$ cat src/rtl/object_renderer.sv
// object_renderer: classifies each scanned pixel against the per-frame snapshot
// of ball discs and shot boxes, and reports which balls were visible last frame.
//
// Stream semantics: pix_valid/out_valid form a valid-only stream with no ready.
// Every cycle with pix_valid=1 is one pixel, and it emerges exactly 3 cycles
// later with out_valid=1. Bubbles pass through unchanged and nothing ever stalls.
module object_renderer #(
  parameter int BALL_NUM = 3,
  parameter int SHOT_NUM = 2,
  parameter int SHOT_HW  = 2,
  parameter int SHOT_HH  = 6
) (
  input  logic                     clock,
  input  logic                     reset,
  input  logic                     frame_start,
  input  logic                     pix_valid,
  input  logic [9:0]               px,
  input  logic [9:0]               py,
  input  logic [5:0]               radius,
  input  logic [BALL_NUM*10-1:0]   i_bx,
  input  logic [BALL_NUM*10-1:0]   i_by,
  input  logic [BALL_NUM-1:0]      b_active,
  input  logic [SHOT_NUM*10-1:0]   i_sx,
  input  logic [SHOT_NUM*10-1:0]   i_sy,
  input  logic [SHOT_NUM-1:0]      s_active,
  output logic                     out_valid,
  output logic [9:0]               o_px,
  output logic [9:0]               o_py,
  output logic                     ball_hit,
  output logic [1:0]               ball_idx,
  output logic                     shot_hit,
  output logic                     shot_idx,
  output logic [BALL_NUM-1:0]      b_seen
);

  localparam logic [9:0] SHW = 10'(SHOT_HW);
  localparam logic [9:0] SHH = 10'(SHOT_HH);

  // Shadow copy of the object state, refreshed once per frame
  logic [5:0]             snap_r;
  logic [BALL_NUM*10-1:0] snap_bx, snap_by;
  logic [BALL_NUM-1:0]    snap_ba;
  logic [SHOT_NUM*10-1:0] snap_sx, snap_sy;
  logic [SHOT_NUM-1:0]    snap_sa;

  // Stage 1: deltas plus the flags/radius the pixel entered with
  logic                pv1;
  logic [9:0]          px1, py1;
  logic [5:0]          r1;
  logic [BALL_NUM-1:0] ba1;
  logic [SHOT_NUM-1:0] sa1;
  logic [9:0]          bdx1 [BALL_NUM];
  logic [9:0]          bdy1 [BALL_NUM];
  logic [9:0]          sdx1 [SHOT_NUM];
  logic [9:0]          sdy1 [SHOT_NUM];

  // Stage 2: squared distances, squared radius, shot box tests
  logic                pv2;
  logic [9:0]          px2, py2;
  logic [11:0]         rr2;
  logic [BALL_NUM-1:0] ba2;
  logic [20:0]         sum2 [BALL_NUM];
  logic [SHOT_NUM-1:0] s_in2;

  // Stage 3 combinational results
  logic [BALL_NUM-1:0] b_in3;
  logic [1:0]          b_idx3;
  logic                s_idx3;

  // Seen accumulator for the frame in progress
  logic [BALL_NUM-1:0] seen_acc;

  function automatic logic [9:0] absdiff(input logic [9:0] a, input logic [9:0] b);
    return (a >= b) ? (a - b) : (b - a);
  endfunction

  // Latch the object state on frame_start; used from the following cycle
  always_ff @(posedge clock or posedge reset) begin
    if (reset) begin
      snap_r  <= '0;
      snap_bx <= '0;
      snap_by <= '0;
      snap_ba <= '0;
      snap_sx <= '0;
      snap_sy <= '0;
      snap_sa <= '0;
    end else if (frame_start) begin
      snap_r  <= radius;
      snap_bx <= i_bx;
      snap_by <= i_by;
      snap_ba <= b_active;
      snap_sx <= i_sx;
      snap_sy <= i_sy;
      snap_sa <= s_active;
    end
  end

  // Stage 1: absolute deltas against the current snapshot
  always_ff @(posedge clock or posedge reset) begin
    if (reset) begin
      pv1 <= 1'b0;
      px1 <= '0;
      py1 <= '0;
      r1  <= '0;
      ba1 <= '0;
      sa1 <= '0;
      for (int k = 0; k < BALL_NUM; k++) begin
        bdx1[k] <= '0;
        bdy1[k] <= '0;
      end
      for (int k = 0; k < SHOT_NUM; k++) begin
        sdx1[k] <= '0;
        sdy1[k] <= '0;
      end
    end else begin
      pv1 <= pix_valid;
      px1 <= px;
      py1 <= py;
      r1  <= snap_r;
      ba1 <= snap_ba;
      sa1 <= snap_sa;
      for (int k = 0; k < BALL_NUM; k++) begin
        bdx1[k] <= absdiff(px, snap_bx[k*10 +: 10]);
        bdy1[k] <= absdiff(py, snap_by[k*10 +: 10]);
      end
      for (int k = 0; k < SHOT_NUM; k++) begin
        sdx1[k] <= absdiff(px, snap_sx[k*10 +: 10]);
        sdy1[k] <= absdiff(py, snap_sy[k*10 +: 10]);
      end
    end
  end

  // Stage 2: full-width squares and shot box membership
  always_ff @(posedge clock or posedge reset) begin
    if (reset) begin
      pv2   <= 1'b0;
      px2   <= '0;
      py2   <= '0;
      rr2   <= '0;
      ba2   <= '0;
      s_in2 <= '0;
      for (int k = 0; k < BALL_NUM; k++) sum2[k] <= '0;
    end else begin
      pv2 <= pv1;
      px2 <= px1;
      py2 <= py1;
      rr2 <= 12'(r1) * 12'(r1);
      ba2 <= ba1;
      for (int k = 0; k < BALL_NUM; k++)
        sum2[k] <= 21'(bdx1[k]) * 21'(bdx1[k]) + 21'(bdy1[k]) * 21'(bdy1[k]);
      for (int k = 0; k < SHOT_NUM; k++)
        s_in2[k] <= sa1[k] && (sdx1[k] <= SHW) && (sdy1[k] <= SHH);
    end
  end

  // Stage 3 logic: disc test (edge inclusive) and lowest-index priority encode
  always_comb begin
    b_idx3 = '0;
    s_idx3 = 1'b0;
    for (int k = 0; k < BALL_NUM; k++)
      b_in3[k] = ba2[k] && (sum2[k] <= {9'd0, rr2});
    for (int k = BALL_NUM - 1; k >= 0; k--)
      if (b_in3[k]) b_idx3 = 2'(k);
    for (int k = SHOT_NUM - 1; k >= 0; k--)
      if (s_in2[k]) s_idx3 = 1'(k);
  end

  // Stage 3 registers: hits forced to 0 on bubbles, coordinates hold
  always_ff @(posedge clock or posedge reset) begin
    if (reset) begin
      out_valid <= 1'b0;
      o_px      <= '0;
      o_py      <= '0;
      ball_hit  <= 1'b0;
      ball_idx  <= '0;
      shot_hit  <= 1'b0;
      shot_idx  <= 1'b0;
    end else begin
      out_valid <= pv2;
      if (pv2) begin
        o_px <= px2;
        o_py <= py2;
      end
      ball_hit <= pv2 && (|b_in3);
      ball_idx <= pv2 ? b_idx3 : 2'd0;
      shot_hit <= pv2 && (|s_in2);
      shot_idx <= pv2 ? s_idx3 : 1'b0;
    end
  end

  // Per-frame visibility: publish on frame_start, hits that cycle start the new frame
  always_ff @(posedge clock or posedge reset) begin
    if (reset) begin
      seen_acc <= '0;
      b_seen   <= '0;
    end else if (frame_start) begin
      b_seen   <= seen_acc;
      seen_acc <= pv2 ? b_in3 : '0;
    end else if (pv2) begin
      seen_acc <= seen_acc | b_in3;
    end
  end

endmodule

$ cat config.mk
export PLATFORM = sky130hd
export DESIGN_NAME = object_renderer
export DESIGN_NICKNAME = d
export VERILOG_FILES = /design/src/rtl/object_renderer.sv
export SDC_FILE = /design/constraint.sdc
export NUM_CORES = 2
export LEC_CHECK = 0
export BUFFER_PORTS_ARGS = -buffer_cell sky130_fd_sc_hd__buf_4
export CAP_MARGIN = 15
export CORE_AREA = 2 2 258 260
export DETAILED_ROUTE_END_ITERATION = 10
export DIE_AREA = 0 0 260 262
export GPL_ROUTABILITY_DRIVEN = 0
export PLACE_DENSITY = 0.85
export SETUP_SLACK_MARGIN = 0.15
export SYNTH_ARGS = -nofsm -noshare
export SYNTH_HDL_FRONTEND = slang
export SYNTH_SLANG_ARGS = --single-unit
$ cat constraint.sdc
create_clock -name clock -period 12 [get_ports clock]
set_input_delay 2.4 -clock clock [delete_from_list [all_inputs] [get_ports clock]]
set_output_delay 2.4 -clock clock [all_outputs]
set_load 0.1 [all_outputs]
==> impl_metrics.py <==
metrics = {
    "detailed_routing": {
        "drtPass1Iterations": 5,
        "drt_iter0_markers": 1854,
        "route.final.wire_length_um": 90800,
        "routed-via-count": 27097,
        "final_antenna_net_count": 0,
        "drcViolationCount": 0,
        "via_per_inst": 5.63,
        "routedWlPerCell_um": 18.9,
    },
    "clocking": {
        "clock_latency_ps": 590,
        "clock_tree.root_cell": "sky130_fd_sc_hd__clkbuf_16",
        "ctsHtreeMaxLevel": 2,
        "clkSinkCount": 375,
        "postCtsHoldBufs": 0,
        "cts_buffers": 42,
        "post-cts-setup-buffer-count": 0,
        "clock_path_buffers": 3,
        "tritoncts": "yes",
        "clk_pin_slew_worst_paths_ps": 70,
        "cts_repair_resizes": 0,
    },
    "logic_synthesis": {
        "netlist_top_cells_area": "sky130_fd_sc_hd__dfrtp_1 (25%), sky130_fd_sc_hd__fa_1 (22%), sky130_fd_sc_hd__ha_1 (16%)",
        "synth_top_cell_area_share_pct": 25.0,
        "synth_area_um2": 37500,
        "async_reset_ff_share_pct": 100,
        "synth.lib_cells_used.distinct": 77,
        "ys.flop_type": "sky130_fd_sc_hd__dfrtp_1",
        "warnings_from_yosys": 0,
        "yosysSeqAreaShare_pct": 25.0,
        "syn_nets": 4865,
        "area_leader_netlist": "sky130_fd_sc_hd__dfrtp_1",
        "synth_most_common_cell": "sky130_fd_sc_hd__inv_1",
        "synth-edff-count": 0,
        "synthCells": 3819,
        "synth_seq_cells": 375,
        "synth_commonest_cells": "sky130_fd_sc_hd__inv_1 (706), sky130_fd_sc_hd__ha_1 (493), sky130_fd_sc_hd__fa_1 (418), sky130_fd_sc_hd__dfrtp_1 (375), sky130_fd_sc_hd__nand2_1 (309)",
        "syn-mean-instance-area_um2": 9.83,
    },
    "final_layout": {
        "flow.area_growth_from_synthesis_pct": 8.72,
        "final_net_count": 4961,
        "layout-drive-gt1-share_pct": 7.38,
        "antenna_cells_inserted": 0,
    },
    "die": {
        "io-pin-count": 164,
        "core.rowCount": 94,
        "chipHeight_um": 262,
        "chipWidth_um": 260,
        "start_util_pct": 57.5,
        "design.die.area_um2": 68100,
        "core_um2": 65300,
    },
    "critical_path": {
        "timing.reg2reg.setup_slack_ps": 5430,
        "worstPathRequired_ps": 12450,
        "timing.critical_path.to_type": "register",
        "critical_path.max_fanout": 8,
        "crit_arrival_ps": 7030,
        "timing_worst_setup_path_type": "reg -> reg",
        "setup.worst_path.start_class": "register",
    },
    "global_routing": {
        "grt_max_degree": 159,
        "grt_usage_pct": 27.2,
        "grt_pass1_vias": 28789,
        "antenna_violations_before_repair": 4,
        "grt_pass1_wl_um": 146000,
        "overall_overflow_remaining_after_global_route": 0,
    },
    "status": {
        "outcome": "completed",
    },
    "placed_design": {
        "detailed_place_hpwl_um": 71600,
        "number_of_buffer_cells_added_on_primary_ports": 163,
    },
    "sta": {
        "maxSlewViolCount": 0,
        "final_setup_violations": 0,
        "setup_tns_after_final_layout_ps": 0,
        "fin_crit_sh_pct": 54.8,
        "finClkSkew_ps": 33.1,
        "hold_viol_final": 0,
        "max_freq_mhz": 152,
        "unrepaired_setup_endpoints_after_global_routing": "no",
        "max_slew_margin_pct": 21.2,
        "timing_worst_slew_pin_value_ps": 1180,
        "timing.final.crit_period_ps": 6570,
    },
    "run": {
        "drv.max_cap_violation_count": 0,
    },
    "min_path": {
        "hold_class": "reg -> reg",
    },
}
[stage by stage]
| stage | hold slack, ps | instances | instance area (um2) | setup slack, ps | util (%) |
|---|---|---|---|---|---|
| final | 343 | 4809 | 40800 | 5430 | 62.5 |
| after global routing | 357 | 4809 | 40800 | 5100 | 62.5 |
| after CTS | 344 | 4809 | 40800 | 5500 | 62.5 |
| after detailed placement | 335 | 4735 | 39400 | 5560 | 60.4 |
| after global placement | 332 | 4735 | 39400 | 5760 | 60.4 |
| after floorplan | 331 | 3819 | 37500 | 4560 | - |
[flip-flops by register name, summed over array words and instances, names as in the netlist, 11 cells and up]
register,cells
bdy1,30
sdy1,20
sdx1,20
rr2,11
snap_bx,30
snap_by,30
bdx1,30
snap_sy,20
sum2,63
snap_sx,20
[layout by cell type, fill, tap and decap left out, drive strengths merged, types with 6 or more instances in the layout]
cell,count
mux2,41
inv,706
o21ai,217
and2,146
o22ai,8
nor3,35
nand2b,41
a31oi,17
mux2i,75
buf,170
o21a,36
o31a,6
nor2b,52
o41ai,10
nand2,309
a211oi,20
a21o,69
dfrtp,375
nand4,25
clkinv,10
nand3b,10
o31ai,7
xnor2,85
clkbuf,58
fa,418
a41oi,6
nor2,119
and3,10
nor4,13
o21bai,13
ha,493
a21oi,150
xor2,80
nand3,29
[final cells by class]
type	count	area (um2)
Sequential cell	375	9390
Clock buffer	58	1170
Timing Repair Buffer	170	1290
Multi-Input combinational cell	2620	25000
Tap cell	864	1080
Clock inverter	16	200
Fill cell	4918	24500
Inverter	706	2650
[path summary, 6_finish.rpt]
kind | startpoint | end | cells after the start
worst max-delay path | bdx1[15] | sum2[41] | 21
worst min-delay path | py1[8] | py2[8] | 0
worst max register to register | bdx1[15] | sum2[41] | 21
worst min register to register | py1[8] | py2[8] | 0
max in group asynchronous | reset | o_px[1] | 5
min in group asynchronous | reset | snap_sx[7] | 3
[cells by family (layout without fill, tap and decap cells)]
logic type	count (synthesis)	count (layout)	synth area share, %
simple gates	824	824	10.9
buf+inv	824	950	8.34
compound gates	604	604	9.95
fa+ha+maj	911	911	38.7
xor+xnor	165	165	3.85
flops	375	375	25.0
mux	116	116	3.24
[worst max-delay path, cell delays in order (launching register included)]
cell and delay (ps):
sky130_fd_sc_hd__dfrtp_1 470, sky130_fd_sc_hd__inv_1 180, sky130_fd_sc_hd__nor2_1 90, sky130_fd_sc_hd__fa_1 580, sky130_fd_sc_hd__inv_1 70, sky130_fd_sc_hd__fa_1 530, sky130_fd_sc_hd__inv_1 50, sky130_fd_sc_hd__fa_1 470
sky130_fd_sc_hd__fa_1 560, sky130_fd_sc_hd__fa_1 430, sky130_fd_sc_hd__fa_1 520, sky130_fd_sc_hd__inv_1 70, sky130_fd_sc_hd__fa_1 490, sky130_fd_sc_hd__inv_1 40, sky130_fd_sc_hd__ha_1 340, sky130_fd_sc_hd__a2111oi_0 580
sky130_fd_sc_hd__nor4b_1 160, sky130_fd_sc_hd__nand2_1 120, sky130_fd_sc_hd__and4b_1 220, sky130_fd_sc_hd__nor4_1 60, sky130_fd_sc_hd__a211oi_1 270, sky130_fd_sc_hd__xnor2_1 110
[routing by layer]
metal	vias to the layer above	wire [um]	GRT usage [%]
li1	12471	-	-
met1	13357	36100	33.8
met2	979	43600	46.1
met3	290	6000	4.80
met4	0	5020	13.5
met5	-	0	0
Power is left out: the tool's default activity adds up to more than one toggle a clock period on the data nets, which glitch-free logic cannot reach.
